==> config.mk <==
export PLATFORM = sky130hd
export DESIGN_NAME = regfile_scb
export DESIGN_NICKNAME = d
export VERILOG_FILES = /design/src/rtl/regfile_pkg.sv /design/src/rtl/regfile_scoreboard.sv /design/src/rtl/regfile_scb.sv
export SDC_FILE = /design/constraint.sdc
export NUM_CORES = 1
export LEC_CHECK = 0
export ABC_AREA = 0
export CAP_MARGIN = 20
export CORE_ASPECT_RATIO = 1.1
export CORE_MARGIN = 2
export CORE_UTILIZATION = 30
export DETAILED_ROUTE_END_ITERATION = 10
export SYNTH_ARGS = -nofsm -noshare
export SYNTH_HDL_FRONTEND = slang
export SYNTH_SLANG_ARGS = --single-unit
==> constraint.sdc <==
create_clock -name clk -period 6.8 [get_ports clk]
set_clock_uncertainty 0.1 [all_clocks]
set_input_delay 1.36 -clock clk [delete_from_list [all_inputs] [get_ports clk]]
set_output_delay 1.36 -clock clk [all_outputs]
set_load 0.02 [all_outputs]
==> src/rtl/regfile_pkg.sv <==
`default_nettype none
// ============================================================================
// Module      : regfile_pkg
// Description : Shared constants and types for the parametrised register file
//               and its pending-write scoreboard.
// Revision    : 1.0 - initial release
// ============================================================================
package regfile_pkg;

  localparam int DATA_W_DEF = 8;
  localparam int ADDR_W_DEF = 4;

  typedef logic [DATA_W_DEF-1:0] reg_data_t;
  typedef logic [ADDR_W_DEF-1:0] reg_addr_t;

  // Hard-wired zero register index
  localparam int ZERO_REG = 0;

endpackage : regfile_pkg
`default_nettype wire

==> src/rtl/regfile_scoreboard.sv <==
`default_nettype none
// ============================================================================
// Module      : regfile_scoreboard
// Description : Per-register pending-write flags. A claim marks a register as
//               awaiting a multi-cycle result; the matching write clears it.
//               Also produces the per-port busy view with optional bypass.
// Revision    : 1.0 - initial release
// ============================================================================
module regfile_scoreboard
  import regfile_pkg::*;
#(
  parameter int ADDR_W = ADDR_W_DEF,
  parameter int NUM_RD = 2,
  parameter int BYPASS = 1
) (
  input  logic                          clk,
  input  logic                          rst_n,
  input  logic                          wr_en,
  input  logic [ADDR_W-1:0]             wr_addr,
  input  logic                          claim_en,
  input  logic [ADDR_W-1:0]             claim_addr,
  input  logic [NUM_RD-1:0][ADDR_W-1:0] rd_addr,
  output logic [NUM_RD-1:0]             rd_busy
);

  localparam int                DEPTH  = 2 ** ADDR_W;
  localparam logic [ADDR_W-1:0] ZERO_A = ADDR_W'(ZERO_REG);
  localparam bit                BYP    = (BYPASS != 0);

  logic [DEPTH-1:0] busy_q;
  logic [DEPTH-1:0] busy_d;

  logic w_wr_ok;
  logic w_claim_ok;
  logic w_same;

  assign w_wr_ok    = wr_en && (wr_addr != ZERO_A);
  assign w_claim_ok = claim_en && (claim_addr != ZERO_A);
  // A claim to the register being written belongs to a newer instruction
  assign w_same     = w_claim_ok && (claim_addr == wr_addr);

  // Next busy state: write clears, claim sets afterwards so it wins
  always_comb begin
    busy_d = busy_q;
    if (w_wr_ok) begin
      busy_d[wr_addr] = 1'b0;
    end
    if (w_claim_ok) begin
      busy_d[claim_addr] = 1'b1;
    end
    busy_d[0] = 1'b0;
  end

  // Busy flag register with asynchronous clear
  always_ff @(posedge clk or negedge rst_n) begin
    if (!rst_n) begin
      busy_q <= '0;
    end else begin
      busy_q <= busy_d;
    end
  end

  // Per-port busy: a same-cycle write (no competing claim) frees it early
  generate
    for (genvar p = 0; p < NUM_RD; p++) begin : g_rd_busy
      logic w_free_now;
      assign w_free_now = BYP && w_wr_ok && !w_same && (wr_addr == rd_addr[p]);
      assign rd_busy[p] = busy_q[rd_addr[p]] && !w_free_now;
    end
  endgenerate

endmodule : regfile_scoreboard
`default_nettype wire

==> src/rtl/regfile_scb.sv <==
`default_nettype none
// ============================================================================
// Module      : regfile_scb
// Description : Parametrised CPU register file with combinational read ports,
//               optional write-to-read bypass, pending-write scoreboard,
//               hard-wired zero register and an exported output register.
// Revision    : 1.0 - initial release
// ============================================================================
module regfile_scb
  import regfile_pkg::*;
#(
  parameter int DATA_W  = DATA_W_DEF,
  parameter int ADDR_W  = ADDR_W_DEF,
  parameter int NUM_RD  = 2,
  parameter int BYPASS  = 1,
  parameter int OUT_IDX = 2 ** ADDR_W - 1
) (
  input  logic                          clk,
  input  logic                          rst_n,
  input  logic [NUM_RD-1:0][ADDR_W-1:0] rd_addr,
  output logic [NUM_RD-1:0][DATA_W-1:0] rd_data,
  output logic [NUM_RD-1:0]             rd_busy,
  input  logic                          wr_en,
  input  logic [ADDR_W-1:0]             wr_addr,
  input  logic [DATA_W-1:0]             wr_data,
  input  logic                          claim_en,
  input  logic [ADDR_W-1:0]             claim_addr,
  output logic [DATA_W-1:0]             out_data,
  output logic                          out_strobe
);

  localparam int                DEPTH  = 2 ** ADDR_W;
  localparam logic [ADDR_W-1:0] ZERO_A = ADDR_W'(ZERO_REG);
  localparam logic [ADDR_W-1:0] OUT_A  = ADDR_W'(OUT_IDX);
  localparam bit                BYP    = (BYPASS != 0);

  logic [DATA_W-1:0] rf_q [DEPTH];
  logic              out_strobe_q;
  logic              w_wr_ok;

  // Gating with rst_n keeps the bypass path quiet while held in reset
  assign w_wr_ok = rst_n && wr_en && (wr_addr != ZERO_A);

  // Register storage and output-port strobe
  always_ff @(posedge clk or negedge rst_n) begin
    if (!rst_n) begin
      for (int i = 0; i < DEPTH; i++) begin
        rf_q[i] <= '0;
      end
      out_strobe_q <= 1'b0;
    end else begin
      if (w_wr_ok) begin
        rf_q[wr_addr] <= wr_data;
      end
      out_strobe_q <= w_wr_ok && (wr_addr == OUT_A);
    end
  end

  // Combinational read ports with optional same-cycle bypass
  generate
    for (genvar p = 0; p < NUM_RD; p++) begin : g_rd_port
      logic w_hit;
      assign w_hit      = BYP && w_wr_ok && (wr_addr == rd_addr[p]);
      assign rd_data[p] = w_hit ? wr_data : rf_q[rd_addr[p]];
    end
  endgenerate

  assign out_data   = rf_q[OUT_A];
  assign out_strobe = out_strobe_q;

  regfile_scoreboard #(
    .ADDR_W (ADDR_W),
    .NUM_RD (NUM_RD),
    .BYPASS (BYPASS)
  ) u_scoreboard (
    .clk        (clk),
    .rst_n      (rst_n),
    .wr_en      (wr_en),
    .wr_addr    (wr_addr),
    .claim_en   (claim_en),
    .claim_addr (claim_addr),
    .rd_addr    (rd_addr),
    .rd_busy    (rd_busy)
  );

endmodule : regfile_scb
`default_nettype wire

==> summary.md <==
| Metric | Value |
|---|---|
| Crit path launch type | `primary input` |
| Clock transition at path regs | `0.06 ns` |
| Synth top area share | `0.4265` |
| Max_cap viols | `0` |
| Synth area leader | `dfrtp_1` |
| Syn Inst Count | `557` |
| DR WL met3 | `1273 um` |
| DRC | `0` |
| P_int | `1.925 mW` |
| RR Endpoint | `out_data[6]` |
| WHS | `0.2961 ns` |
| Most common cell in the netlist | `dfrtp_1` |
| Routability cong. | `0.8742` |
| Fmax | `173.7 MHz` |
| Slew of the pin with the lowest slew margin | `1.121 ns` |
| Slew HR | `0.2471` |
| DR top layer | `met4` |
| Vias | `5269` |
| Static Leakage | `4.195 nW` |
| Post-route clock period utilization | `0.8468` |
| CP startpoint | `wr_addr[1]` |
| Top cells by count, synth | `144 x dfrtp_1, 136 x mux2_2, 52 x mux2i_1, 44 x mux4_1, 29 x o21ai_0` |
| Share of layout cells above drive strength 1 | `0.3710` |
| Ports | `55` |
| Routed wire length | `23100 um` |
| Worst-path maximum fanout | `13` |
| Post-detail-place hpwl | `14680 um` |
| # Post-CTS Setup Buffers | `0` |
| Switch share | `0.2780` |
| Starting Density | `0.3041` |
| Status | `finished, final reports clean` |
| Setup Crit Path Kind | `in2out` |
| Port bufs | `54` |
| Later-pin clock latency in the skew report | `0.42 ns` |
| First-pass GRT wire length | `35110 um` |
| Routed Antenna Nets | `0` |
| WL/cell | `23.96 um` |
| Power share of the combinational group | `0.250` |
| Die Y | `180.0 um` |
| Avg Cell Area, Syn | `15.17 um2` |
| TritonCTS clock tree | `built` |
| CTS root buffer | `clkbuf_16` |
| Flop pwr share | `0.427` |
| Syn nets | `585` |
| Class of the worst hold path | `reg2reg` |
| Post-synth EDFFs | `0` |
| Total congestion overflow | `0` |
| Arrival time at the worst endpoint | `4.30 ns` |
| Clock network fraction of design power | `0.323` |
| Synth top area cells | `dfrtp_1 43%, mux2_2 18%, mux4_1 14%, mux4_2 6.9%, mux2i_1 6.2%` |
| Max VDD drop | `0.1731 mV` |
| Core area | `27790 um2` |
| Asr flop ratio synth | `1.000` |
| # hold bufs at CTS | `0` |
| Overall routing resource usage | `0.1614` |
| Number of synthesized register bits | `144` |
| Die footprint | `29520 um2` |
| Critical Path Sink | `rd_data[1]` |
| Design area | `9701 um2` |
| Initial antenna violation count | `0` |
| Clock period minus worst slack | `5.758 ns` |
| CTS Sinks | `144` |
| Violation count after the first detailed-route iteration | `468` |
| Die width | `164.0 um` |
| Synthesis-to-finish area growth | `14.81%` |
| Nets | `619` |
| H-tree Lvls | `4` |
| Post-CTS Resized | `0` |
| Reg2Reg Setup Slack | `5.86 ns` |
| Part of the Yosys area used for sequential elements | `0.4265` |
| WL met2 | `10580 um` |
| Distinct cells, synth | `39` |
| Largest net degree at the start of global routing | `79` |
| Power Total | `2.666 mW` |
| Power Density | `274.8 nW/um2` |
| Clock Path Buffers | `2` |
| Buf+Inv Stages, Crit Path | `2` |
| Critical Path Max Stage Delay | `0.86 ns` |
| Crit-path slowest cell | `clkdlybuf4s50_1` |
| Crit path max-delay family | `buffers and inverters` |
| Syn. warnings | `0` |
| Top_reg_cell synth | `dfrtp_1` |
| Final count of pins violating max slew | `0` |
| Mapped cell area | `8449 um2` |
| Via density | `5.466` |
| CP dominant cell by count | `clkdlybuf4s50_1` |
| ANT cells | `0` |
| DR pass1 iterations | `5` |
| Met1 wire length | `10730 um` |
| # rows | `64` |
| Worst-path cell chain | `clkdlybuf4s50_1 -> xor2_1 -> nor4_2 -> nand2_1 -> mux2_2 -> clkdlybuf4s50_1` |
| Reg2Reg Depth | `1` |
| Final Hold Fails | `0` |
| RSZ-0062 raised after global routing | `no` |
| Worst path required time | `5.34 ns` |
| CTS Buf Count | `17` |
| Stages on the worst setup path | `6` |
| Sw power | `741.0 uW` |
| Area after DPL | `9143 um2` |
| Critical Path Sink Type | `output port` |
| Setup TNS | `0 ns` |
| Final setup fails | `0` |
| Crit Reg-Reg Startpoint | `out_data[6]` |
| Vias in the first global route | `5674` |
metrics by stage:
stage                     setup slack [ns]  std cells    util
after detailed placement             1.017        934  0.3290
after floorplan                      2.636        557       -
after global routing                0.8654        964  0.3491
final                                1.042        964  0.3491
after CTS                            1.005        963  0.3481
after global placement               1.062        934  0.3290
worst min-delay path by stage:
stage          startpoint         to  slack, ns  cells after the start
2_1_floorplan   rf_q[120]  rf_q[120]       0.34                      1
3_3_place_gp    rf_q[122]  rf_q[122]       0.28                      0
3_5_place_dp    rf_q[120]  rf_q[120]       0.28                      0
4_1_cts         rf_q[120]  rf_q[120]       0.30                      0
5_1_grt         rf_q[121]  rf_q[121]       0.31                      0
6_report        rf_q[120]  rf_q[120]       0.30                      0
logic make-up (layout without fill, tap and decap cells):
| kind of cell | after synthesis | count (layout) | synth area share |
|---|---|---|---|
| multiplexers | 260 | 260 | 0.4549 |
| flip-flops | 144 | 144 | 0.4265 |
| buffers and inverters | 54 | 98 | 0.04605 |
| AND/OR/NAND/NOR | 53 | 53 | 0.03880 |
| AO/OA/AOI/OAI | 35 | 35 | 0.02236 |
| XOR/XNOR | 11 | 11 | 0.01140 |
layer usage:
| layer | global-route usage | vias up |
|---|---|---|
| li1 | - | 2237 |
| met1 | 0.2289 | 2811 |
| met2 | 0.2450 | 183 |
| met5 | 0 | - |
| met4 | 0.05404 | 0 |
| met3 | 0.03498 | 38 |
registers in the layout, indices dropped and copies added (netlist names):
signal and flops:
rf_q 120, u_scoreboard.busy_q 15, out_data 8, out_strobe 1
power by group through the flow:
stage	registers [mW]	logic (mW)	clock network [mW]
global placement	1.13	0.651	0
detailed placement	1.15	0.666	0
finish	1.14	0.666	0.862
global route	1.16	0.717	0.916
CTS	1.13	0.671	0.882
floorplan	1.10	0.489	0
cell usage in the layout, fill, tap and decap left out, drive strengths merged, types with 3 or more instances in the layout:
cell type and instances:
dfrtp 144, mux2 136, mux4 72, mux2i 52, clkdlybuf4s50 50, o21ai 29
clkbuf 24, buf 18, nand2 16, nor2 12, xor2 8, nand3 4
nand2b 4, nand3b 3, or2 3, xnor2 3, nor4 3
area by class of cell:
class                   instances  area, um2
clock buffers                  24      471.7
repair buffers                 68      651.9
inverters                       1      3.754
multi-input cells             359       4457
clock inverters                 5      58.81
fillers                      2610      18090
well taps                     363      454.2
flip-flops and latches        144       3603
(Power assumes the default switching activity.)
